[config.mk]
export PLATFORM = sky130hd
export DESIGN_NAME = video_sync_sink
export DESIGN_NICKNAME = d
export VERILOG_FILES = /design/src/rtl/video_sync_sink_pkg.sv /design/src/rtl/video_sync_sink_fifo.sv /design/src/rtl/video_sync_sink.sv
export SDC_FILE = /design/constraint.sdc
export NUM_CORES = 1
export LEC_CHECK = 0
export ABC_CLOCK_PERIOD_IN_PS = 3800
export CORE_ASPECT_RATIO = 1.25
export CORE_UTILIZATION = 40
export DETAILED_ROUTE_END_ITERATION = 7
export PLACE_DENSITY = 0.65
export SYNTH_ARGS = -nofsm -noshare
export SYNTH_HDL_FRONTEND = slang
export SYNTH_SLANG_ARGS = --single-unit
[constraint.sdc]
create_clock -name clk -period 3.8 [get_ports clk]
set_input_delay 0.76 -clock clk [delete_from_list [all_inputs] [get_ports clk]]
set_output_delay 0.76 -clock clk [all_outputs]
set_load 0.05 [all_outputs]
[src/rtl/video_sync_sink_pkg.sv]
// ---------------------------------------------------------------------------
// video_sync_sink_pkg
// Shared VGA definitions for the video sink stage:
//   vga_fc_t      - per-pixel frame control (sof = first pixel of frame,
//                   eol = last pixel of line)
//   VGA_*         - 640x480@60 timing constants used as parameter defaults
//   state_t       - sink sequencer states
//   vga_total()   - sums the four segments of one timing axis
// ---------------------------------------------------------------------------
package video_sync_sink_pkg;

  typedef struct packed {
    logic sof;
    logic eol;
  } vga_fc_t;

  localparam int FC_W = $bits(vga_fc_t);

  // 640x480 timing set
  localparam int VGA_H_DISPLAY = 640;
  localparam int VGA_H_FP      = 16;
  localparam int VGA_H_SYNC    = 96;
  localparam int VGA_H_BP      = 48;
  localparam int VGA_V_DISPLAY = 480;
  localparam int VGA_V_FP      = 10;
  localparam int VGA_V_SYNC    = 2;
  localparam int VGA_V_BP      = 33;

  typedef enum logic [1:0] {
    ST_SEEK = 2'd0,
    ST_WAIT = 2'd1,
    ST_RUN  = 2'd2
  } state_t;

  function automatic int vga_total(input int disp, input int fp,
                                   input int sync, input int bp);
    return disp + fp + sync + bp;
  endfunction

endpackage

[src/rtl/video_sync_sink_fifo.sv]
// ---------------------------------------------------------------------------
// video_sync_fifo
// Synchronous first-word-fall-through FIFO. o_dout always shows the head
// entry while o_empty is low. A push while full is accepted only when a pop
// happens in the same cycle.
//   clk, rst  - clock, async active-high reset
//   i_push    - write i_din
//   i_din     - write data [WIDTH]
//   i_pop     - drop the head entry
//   o_dout    - head entry [WIDTH]
//   o_full    - no free entries
//   o_empty   - no valid entries
// ---------------------------------------------------------------------------
module video_sync_fifo #(
  parameter int WIDTH = 14,
  parameter int DEPTH = 16
) (
  input  logic             clk,
  input  logic             rst,
  input  logic             i_push,
  input  logic [WIDTH-1:0] i_din,
  input  logic             i_pop,
  output logic [WIDTH-1:0] o_dout,
  output logic             o_full,
  output logic             o_empty
);

  localparam int AW = $clog2(DEPTH);

  logic [WIDTH-1:0] r_mem [DEPTH];
  // one extra pointer bit separates full from empty
  logic [AW:0]      r_wp, r_rp;
  logic             w_do_push, w_do_pop;

  assign o_empty   = (r_wp == r_rp);
  assign o_full    = (r_wp[AW] != r_rp[AW]) && (r_wp[AW-1:0] == r_rp[AW-1:0]);
  assign w_do_pop  = i_pop && !o_empty;
  assign w_do_push = i_push && (!o_full || w_do_pop);
  assign o_dout    = r_mem[r_rp[AW-1:0]];

  always_ff @(posedge clk or posedge rst) begin
    if (rst) begin
      r_wp <= '0;
      r_rp <= '0;
    end else begin
      if (w_do_push) r_wp <= r_wp + 1'b1;
      if (w_do_pop)  r_rp <= r_rp + 1'b1;
    end
  end

  always_ff @(posedge clk) begin
    if (w_do_push) r_mem[r_wp[AW-1:0]] <= i_din;
  end

endmodule

[src/rtl/video_sync_sink.sv]
// ---------------------------------------------------------------------------
// video_sync_sink
// Last stage of the video chain. Buffers the ready/valid pixel stream in a
// small FIFO, generates VGA timing from free-running counters and pops one
// pixel per display-area clock. Loses lock on underflow or on a sof that
// arrives away from (0,0) and re-locks at the next frame boundary.
//
// Ports:
//   clk, rst        pixel clock, async active-high reset
//   src_vld/src_rdy upstream handshake (rdy = FIFO not full)
//   src_fc, src_rgb frame control and pixel data
//   vga_hsync/vsync active-low syncs, registered
//   vga_rgb         pixel to DAC, 0 outside display / when not showing
//   underflow       sticky, set when the display area finds the FIFO empty
//   locked          registered "sequencer is in RUN"
//   underflow_cnt   saturating underflow event count
//                   (only with VIDEO_SYNC_SINK_UFCNT_EN defined)
// ---------------------------------------------------------------------------
module video_sync_sink
  import video_sync_sink_pkg::*;
#(
  parameter int RGB_SIZE   = 12,
  parameter int H_DISPLAY  = VGA_H_DISPLAY,
  parameter int H_FP       = VGA_H_FP,
  parameter int H_SYNC     = VGA_H_SYNC,
  parameter int H_BP       = VGA_H_BP,
  parameter int V_DISPLAY  = VGA_V_DISPLAY,
  parameter int V_FP       = VGA_V_FP,
  parameter int V_SYNC     = VGA_V_SYNC,
  parameter int V_BP       = VGA_V_BP,
  parameter int FIFO_DEPTH = 16
) (
  input  logic                clk,
  input  logic                rst,
  input  logic                src_vld,
  output logic                src_rdy,
  input  vga_fc_t             src_fc,
  input  logic [RGB_SIZE-1:0] src_rgb,
  output logic                vga_hsync,
  output logic                vga_vsync,
  output logic [RGB_SIZE-1:0] vga_rgb,
  output logic                underflow,
`ifdef VIDEO_SYNC_SINK_UFCNT_EN
  output logic [15:0]         underflow_cnt,
`endif
  output logic                locked
);

  localparam int H_TOTAL = vga_total(H_DISPLAY, H_FP, H_SYNC, H_BP);
  localparam int V_TOTAL = vga_total(V_DISPLAY, V_FP, V_SYNC, V_BP);
  localparam int HW      = $clog2(H_TOTAL);
  localparam int VW      = $clog2(V_TOTAL);
  localparam int W       = FC_W + RGB_SIZE;

  localparam logic [HW-1:0] H_LAST = HW'(H_TOTAL - 1);
  localparam logic [HW-1:0] H_DISP = HW'(H_DISPLAY);
  localparam logic [HW-1:0] HS_BEG = HW'(H_DISPLAY + H_FP);
  localparam logic [HW-1:0] HS_END = HW'(H_DISPLAY + H_FP + H_SYNC);
  localparam logic [VW-1:0] V_LAST = VW'(V_TOTAL - 1);
  localparam logic [VW-1:0] V_DISP = VW'(V_DISPLAY);
  localparam logic [VW-1:0] VS_BEG = VW'(V_DISPLAY + V_FP);
  localparam logic [VW-1:0] VS_END = VW'(V_DISPLAY + V_FP + V_SYNC);

  // -------------------------------------------------------------------------
  // timing counters
  // -------------------------------------------------------------------------
  logic [HW-1:0] r_h;
  logic [VW-1:0] r_v;
  logic          w_disp, w_frame_end, w_origin, w_hs_act, w_vs_act;

  always_ff @(posedge clk or posedge rst) begin
    if (rst) begin
      r_h <= '0;
      r_v <= '0;
    end else if (r_h == H_LAST) begin
      r_h <= '0;
      r_v <= (r_v == V_LAST) ? '0 : r_v + 1'b1;
    end else begin
      r_h <= r_h + 1'b1;
    end
  end

  assign w_disp      = (r_h < H_DISP) && (r_v < V_DISP);
  assign w_frame_end = (r_h == H_LAST) && (r_v == V_LAST);
  assign w_origin    = (r_h == '0) && (r_v == '0);
  assign w_hs_act    = (r_h >= HS_BEG) && (r_h < HS_END);
  assign w_vs_act    = (r_v >= VS_BEG) && (r_v < VS_END);

  // -------------------------------------------------------------------------
  // pixel FIFO
  // -------------------------------------------------------------------------
  logic [W-1:0]          w_head;
  vga_fc_t               w_head_fc;
  logic [RGB_SIZE-1:0]   w_head_rgb;
  logic                  w_full, w_empty, w_pop;
  logic                  w_unused_eol;

  assign src_rdy = !w_full;

  video_sync_fifo #(
    .WIDTH (W),
    .DEPTH (FIFO_DEPTH)
  ) u_fifo (
    .clk     (clk),
    .rst     (rst),
    .i_push  (src_vld && !w_full),
    .i_din   ({src_fc, src_rgb}),
    .i_pop   (w_pop),
    .o_dout  (w_head),
    .o_full  (w_full),
    .o_empty (w_empty)
  );

  assign w_head_fc    = vga_fc_t'(w_head[W-1 -: FC_W]);
  assign w_head_rgb   = w_head[RGB_SIZE-1:0];
  // eol travels with the pixel but the sink never checks line length
  assign w_unused_eol = w_head_fc.eol;

  // -------------------------------------------------------------------------
  // sequencer
  // -------------------------------------------------------------------------
  state_t r_state, w_state_nx;
  logic   w_show, w_uf;

  always_ff @(posedge clk or posedge rst) begin
    if (rst) r_state <= ST_SEEK;
    else     r_state <= w_state_nx;
  end

  always_comb begin
    w_state_nx = r_state;
    w_pop      = 1'b0;
    w_show     = 1'b0;
    w_uf       = 1'b0;
    case (r_state)
      // flush until a start-of-frame sits at the head
      ST_SEEK: begin
        if (!w_empty) begin
          if (w_head_fc.sof) w_state_nx = ST_WAIT;
          else               w_pop      = 1'b1;
        end
      end
      // hold the sof entry; leave on the last clock so it pops at (0,0)
      ST_WAIT: begin
        if (w_frame_end) w_state_nx = ST_RUN;
      end
      ST_RUN: begin
        if (w_disp) begin
          if (w_empty) begin
            w_uf       = 1'b1;
            w_state_nx = ST_SEEK;
          end else if (w_head_fc.sof && !w_origin) begin
            // early frame start: keep the entry and line it up with (0,0)
            w_state_nx = ST_WAIT;
          end else begin
            w_pop  = 1'b1;
            w_show = 1'b1;
          end
        end
      end
      default: w_state_nx = ST_SEEK;
    endcase
  end

  // -------------------------------------------------------------------------
  // registered pins: one clock behind the counters
  // -------------------------------------------------------------------------
  logic                r_hsync, r_vsync, r_underflow, r_locked;
  logic [RGB_SIZE-1:0] r_rgb;

  always_ff @(posedge clk or posedge rst) begin
    if (rst) begin
      r_hsync     <= 1'b1;
      r_vsync     <= 1'b1;
      r_rgb       <= '0;
      r_underflow <= 1'b0;
      r_locked    <= 1'b0;
    end else begin
      r_hsync  <= !w_hs_act;
      r_vsync  <= !w_vs_act;
      r_rgb    <= w_show ? w_head_rgb : '0;
      r_locked <= (r_state == ST_RUN);
      if (w_uf) r_underflow <= 1'b1;
    end
  end

  assign vga_hsync = r_hsync;
  assign vga_vsync = r_vsync;
  assign vga_rgb   = r_rgb;
  assign underflow = r_underflow;
  assign locked    = r_locked;

`ifdef VIDEO_SYNC_SINK_UFCNT_EN
  logic [15:0] r_uf_cnt;

  always_ff @(posedge clk or posedge rst) begin
    if (rst)                                r_uf_cnt <= '0;
    else if (w_uf && (r_uf_cnt != 16'hFFFF)) r_uf_cnt <= r_uf_cnt + 16'd1;
  end

  assign underflow_cnt = r_uf_cnt;
`endif

endmodule

==> impl_summary.md, run 1 <==
Drt
Summed over all layers, the routed wires come to 19920 µm. Dividing the detail-routed via count by the number of cells gives 5.269. In this run the remaining antenna-violating nets after routing total 0. For this block, the initial DRC count from the detailed router was 361. The routed layout has 4958 vias. The first TritonRoute pass finished after 6 iterations. After detailed routing, the average wire length per cell comes to 21.16 µm. In the routed design, unresolved DRC markers number 0.

Clock network
The clock net in this run drives a total of 256 sinks. The clock transition at the register clock pins on the worst setup and hold paths after CTS is 0.06 ns. The H-tree depth is 1.

The TritonCTS buffer count is 26. After clock tree synthesis, the repair step resized 0 gates. The library cell used as clock root buffer is sky130_fd_sc_hd__clkbuf_16. The clock tree from TritonCTS is done. The number of buffers on the longest clock path is 3. The post-CTS setup repair buffer count is 0. The later pin in the worst-skew pair is clocked with a latency of 0.53 ns.

After clock tree synthesis, the flow added hold-fix buffers numbering 0.

Synthesis
For this run, asynchronously set or reset flops after synthesis account for 0.1875. The number of warnings printed during yosys synthesis is 0. The post-synthesis area per instance is 19.72 µm². The dominant cell by count in the synthesized netlist is sky130_fd_sc_hd__edfxtp_1. The post-synthesis cell type count is 58. The number of nets produced by synthesis is 545. Ranked by instance count, the synthesized netlist is headed by 208 x sky130_fd_sc_hd__edfxtp_1, 64 x sky130_fd_sc_hd__mux4_2, 46 x sky130_fd_sc_hd__dfrtp_1, 26 x sky130_fd_sc_hd__nor2_1, 18 x sky130_fd_sc_hd__xor2_1. The number of synthesized register bits is 256. Synthesis handed over a netlist of 519 instances. The portion of synthesized area spent on multiplexers is 0.1467. Of the total synthesized cell area, the portion taken by AND, OR, NAND and NOR gates is 0.05380. The most area-hungry cell type in the Yosys netlist is sky130_fd_sc_hd__edfxtp_1. The compound-cell area share of the yosys netlist is 0.01883. Of the total synthesized cell area, the portion taken by XOR and XNOR cells is 0.02482. The count of flip-flops with a built-in enable after synthesis is 208. By area, the combinational part of the netlist is dominated by multiplexers.

The cell area after synthesis is 10230 µm². By area the synthesized netlist is led by sky130_fd_sc_hd__edfxtp_1 61%, sky130_fd_sc_hd__mux4_2 14%, sky130_fd_sc_hd__dfrtp_1 11%, sky130_fd_sc_hd__xor2_1 1.5%, sky130_fd_sc_hd__ha_1 1.1%. Of the post-synthesis cell area, the dominant cell type holds 0.6104. The most used flip-flop cell after synthesis is sky130_fd_sc_hd__edfxtp_1. The fraction of the yosys area taken by sequential cells is 0.7281. Of the total synthesized cell area, the portion taken by full adders, half adders and majority gates is 0.01101.

Pwr
The leakage power is 0.004064 µW. Summing internal, switching and leakage power gives 7828 µW. In this run the power spent charging and discharging nets is 2099 µW. The peak supply drop is 368.1 µV. The part of the total power dissipated in combinational logic is 0.239. The clock share of power is 0.320.

Dividing total power by cell area gives a power density of 653.8 nW/µm². Of the total power, registers draw 0.441. Cell internal power was estimated by the tool at 5729 µW. Of the total power, the share spent switching nets is 0.2682.

Floorplan
The total die area is 26230 µm². The effective utilization at floorplan is 0.4059. The number of standard-cell rows in the floorplan is 65.

34 I/O pins were placed. The width of the die is 145.1 µm. The total core area is 25210 µm². The die extent in y is 180.8 µm.

Min path
The worst hold path belongs to the class register to register.

Setup path
The worst setup path is captured at a primary output. The highest fanout seen on the critical path is 10. The critical path arrival is 2.71 ns. The worst setup path is launched from a register. The setup path with the least slack is of type register to primary output. The endpoint required time on the critical path is 3.04 ns.

Global routing
In the global route stage, overall resource usage came out at 0.1586. The number of global-route vias before repair is 5433. The global routing met2 resource utilization is 0.2806. The global-route wire length before repair is 31300 µm. The global routing stage identified its most utilized layer as met2.

The global routing met1 resource utilization is 0.2010. The maximum number of pins on one net before global-route repair is 56. The total overflow reported by the global router is 0. The initial antenna violation count is 0. In the global route stage, met3 resource usage came out at 0.02626.

Finish
For this run, the share of the core covered by cells in the final layout is 0.4749. The number of antenna diodes is 0. The final layout net count is 612. The share of cells above drive strength 1 is 0.2624. The area growth from synthesis to layout is 17.01%.

STA
Setup violations remaining at the end of the flow were counted as 0. The worst pin sits at a relative slew slack of 0.2889. The final worst clock skew is 0.01375 ns. Setup repair after global routing left no endpoint under its margin. The final critical delay including setup and external delays is 3.467 ns. The transition time of the tightest slew-check pin is 1.067 ns.

The final count of hold timing violations is 0. The number of pins exceeding their max-slew limit in the final report was 0. The setup TNS is 0 ns. Based on the critical path, the design can be clocked at up to 288.4 MHz. Dividing the final minimum period by the clock period gives 0.9125.

Outcome
The run finished with clean final reports.

Flow run
The tool flagged a number of max-cap violations equal to 0.

Place
The quantity of I/O buffers inserted on ports is 32. The final weighted congestion in routability-driven placement is 0.8028. Detailed placement finished with a half-perimeter wire length of 12200 µm.
[logic make-up (layout without fill, tap and decap cells)]
family                   count (synthesis)  count (layout)
AO/OA/AOI/OAI                           22              22
XOR/XNOR                                29              29
adder cells (fa/ha/maj)                  9               9
buffers and inverters                   33             120
flip-flops                             256             256
multiplexers                            69              69
AND/OR/NAND/NOR                        101             101
[registers in the layout (all words and copies together) (netlist names)]
signal and count:
underflow 1, vga_vsync 1, r_h 10, r_state 2, vga_hsync 1, r_v 10
locked 1, u_fifo.r_wp 5, u_fifo.r_mem 208, u_fifo.r_rp 5, vga_rgb 12
[final timing paths]
| kind | slack (ns) | depth (start not counted) | to | startpoint |
|---|---|---|---|---|
| worst min register to register | 0.48 | 1 | vga_vsync | r_v[1] |
| worst max-delay path | 0.33 | 4 | src_rdy | u_fifo.r_wp[3] |
| worst min-delay path | 0.48 | 1 | vga_vsync | r_v[1] |
| min in group asynchronous | 0.67 | 2 | vga_rgb[5] | rst |
| max in group asynchronous | 2.32 | 3 | vga_hsync | rst |
| worst max register to register | 0.86 | 6 | u_fifo.r_rp[1] | u_fifo.r_rp[0] |
[critical path, cell delays in order, from the launching register on]
cell	delay [ns]
sky130_fd_sc_hd__dfrtp_1	0.63
sky130_fd_sc_hd__xor2_1	0.17
sky130_fd_sc_hd__nor4_4	0.46
sky130_fd_sc_hd__nand2_1	0.18
sky130_fd_sc_hd__clkdlybuf4s50_1	0.73
[cell usage in the layout, fill, tap and decap left out, drive strengths merged, types with 10 or more instances in the layout]
cell type      Yosys  final
buf               10     29
clkbuf            11     37
clkdlybuf4s50      0     32
dfrtp             46     46
edfxtp           208    208
inv               11     12
mux4              64     64
nand2             17     17
nand3             10     10
nor2              26     26
nor2b             13     13
xnor2             11     11
xor2              18     18
[per-layer routing]
layer | wire (µm) | vias to the layer above
met4 | 385 | 0
met3 | 935 | 30
li1 | - | 2194
met2 | 10570 | 108
met5 | 0 | -
met1 | 8022 | 2626
[power groups by stage]
stage	Clock [µW]	Sequential [µW]	Combinational [µW]
detailed placement	0	3510	1920
global route	2670	3470	2030
CTS	2570	3450	1920
floorplan	0	3430	1490
global placement	0	3480	1890
finish	2510	3450	1870
[area by class of cell]
type / count / area (µm²)
clock buffer: 37 / 763.2
fill: 2111 / 13240
multi-input combinational: 230 / 2631
inverter: 11 / 41.29
clock inverter: 11 / 100.1
timing repair buffer: 61 / 563.0
tap: 335 / 419.2
sequential: 256 / 7455
[per-stage QoR]
step                      worst slack, ns  std cells  hold slack (ns)  instance area, µm²
final                              0.3326        941           0.4793               11970
after global placement             0.8052        893           0.4413               11110
after CTS                          0.3522        941           0.4758               11970
after global routing               0.2283        941           0.5134               11970
after detailed placement           0.7628        893           0.4674               11110
after floorplan                     1.109        519           0.4174               10230
No activity file was read; power rests on OpenSTA's default activity.
==> run 2, diff against run 1 <==
CTS_CLUSTER_DIAMETER = 60   (was default)
==> run 2 against run 1 <==
Compared with the run above: combinational power barely moved; highest routed layer unchanged; critical endpoint unchanged; global-route usage fell by 0.065 points; hold slack got worse by 0.0040 ns; largest power group unchanged.
==> impl_summary.md, run 2 (synthesis results as in run 1) <==
Setup path
The number of cells on the critical path is 4. The endpoint required time on the critical path is 3.04 ns. Among all stages on the critical path, the largest delay is contributed by sky130_fd_sc_hd__clkdlybuf4s50_1. Along the worst path, the maximum fanout reaches 10. The startpoint of the worst-slack reg-to-reg timing path is u_fifo.r_rp[0]. The number of buffers and inverters on the critical path is 1. The category of the critical setup timing path is register to primary output. Walking the worst path, the cells encountered are xor2_1, nor4_4, nand2_1, clkdlybuf4s50_1. The endpoint of the worst register-to-register path is u_fifo.r_rp[1]. For flop-to-flop paths, the worst setup slack is 0.87 ns. For the worst setup path, the data arrival time is 2.69 ns. The kind of launch point of the worst setup path is a register. The most critical setup path has its startpoint at u_fifo.r_wp[3]. The element type at the critical path end is a primary output. The delay of the slowest cell on the worst path is 0.73 ns. The number of cells on the worst reg-to-reg path is 6. The worst setup path endpoint is src_rdy. Among cell families on the critical path, the largest total delay comes from buffers and inverters.

Pwr
The peak supply drop is 365.7 µV. In this run the static leakage power is 0.004058 µW. The power density relative to cell area is 654.7 nW/µm².

Drt
The total DRC errors in the routed layout is 0. The post-detailed-routing wire length is 19840 µm. The number of nets with antenna violations after routing is 0. The first routing iteration left 366 violations. After detailed routing, the average wire length per cell comes to 21.06 µm. The final route contains 4972 vias. After detailed routing, the number of vias per cell comes to 5.278. The detailed-router iteration count before antenna repair is 4.

Global routing
The number of global-route vias before repair is 5450. The first global-routing pass estimated 31170 µm of wire. The initial antenna violation count came to 0. Entering global routing, the biggest net connects 56 pins. The total overflow reported by the global router is 0.

For this run, the total global-route usage over all layers was measured as 0.1580.

STA
Setup total negative slack on the finished layout was measured at 0 ns. The final worst clock skew is 0.01314 ns. On the final layout, the worst hold slack is 0.4753 ns. The final count of hold timing violations came to 0. Of the available clock period, the critical path in the final layout requires 0.9083. Timing would allow up to 289.7 MHz. At the pin with the least slew margin, the transition time is 1.051 ns. The final critical delay including setup and external delays is 3.452 ns. Setup repair after global routing left no endpoint under its margin. The total setup violations reported at the end of the flow is 0. The number of pins exceeding their max-slew limit in the final report was 0. The worst slew slack as a fraction of its limit is 0.2997.

Finish
The number of antenna diodes is 0. The final layout net count is 613. The fill cell total of the finished layout is 2116. The area added between synthesis and finish is 17.05%. In the layout the commonest cells are 208 x sky130_fd_sc_hd__edfxtp_1, 64 x sky130_fd_sc_hd__mux4_2, 44 x sky130_fd_sc_hd__dfrtp_1, 32 x sky130_fd_sc_hd__clkdlybuf4s50_1.

In the final layout, the share of cells above drive strength 1 is 0.2586. Summing all multi-input logic gate instances after layout gives 2631 µm². The number of flip-flops under the largest register name is 208. In the final layout, flip-flops and latches occupy 7455 µm². The most frequent standard cell in the layout excluding fill and tap cells is sky130_fd_sc_hd__edfxtp_1.

Clock network
TritonCTS built the clock tree. The number of hold buffers added after cts is 0. The library cell used as clock root buffer is sky130_fd_sc_hd__clkbuf_16.

The H-tree depth is 1. In this run, post-CTS repair resized a total of 0 instances. The clock latency on the worst-skew pair is 0.52 ns. After clock tree synthesis, the clock-pin slew on the worst setup and hold paths is 0.06 ns. The number of buffers on the longest clock path is 3.

The post-CTS setup repair buffer count is 0. The number of clock sinks is 256. The TritonCTS buffer count is 27.

Min path
The worst hold path belongs to the class register to register.

Floorplan
The die is 145.1 µm wide. The core region is 25210 µm². In this run the vertical extent of the chip is 180.8 µm.

The die covers 26230 µm². The number of top-level design ports is 34. The floorplan has 65 rows. The effective utilization at floorplan is 0.4059.

Flow run
Max-cap violations in this run came to 0.

Outcome
The run finished with clean final reports.

Place
At the end of routability-driven placement, the weighted congestion stood at 0.8028. The detailed placement HPWL is 12200 µm. During placement, the flow inserted port buffers numbering 32.
run 2: per-layer routing:
metal,part of all wire,vias up,GRT usage
li1,-,2202,-
met1,0.40,2609,0.1998
met2,0.52,129,0.2779
met3,0.059,32,0.02803
met4,0.022,0,0.04632
met5,0,-,0
run 2: layout make-up:
class / count / area share
sequential: 256 / 0.6224
inverter: 11 / 0.003448
clock inverter: 13 / 0.01149
multi-input combinational: 230 / 0.2197
timing repair buffer: 61 / 0.04701
tap: 335 / 0.03500
clock buffer: 36 / 0.06091
run 2: how the worst min path moves through the flow:
stage,slack [ns],depth (start not counted),to,from
after floorplan,0.42,1,vga_vsync,r_v[1]
after global placement,0.44,1,vga_vsync,r_v[1]
after detailed placement,0.47,1,vga_vsync,r_v[1]
after CTS,0.48,1,vga_vsync,r_v[1]
after global routing,0.51,1,r_h[0],r_h[0]
final,0.48,1,vga_vsync,r_v[1]
run 2: metrics by stage:
step / total power, µW / instance area, µm² / utilization / worst slack, ns / cells
after floorplan: 4926 / 10230 / - / 1.109 / 519
after global placement: 5370 / 11110 / 0.4406 / 0.8052 / 893
after detailed placement: 5425 / 11110 / 0.4406 / 0.7628 / 893
after CTS: 7953 / 11980 / 0.4750 / 0.3602 / 942
after global routing: 8208 / 11980 / 0.4750 / 0.2285 / 942
final: 7841 / 11980 / 0.4750 / 0.3484 / 942
run 2: power breakdown:
part | switching, µW | internal [µW]
Clock | 1040 | 1490
Sequential | 130 | 3320
Combinational | 927 | 934
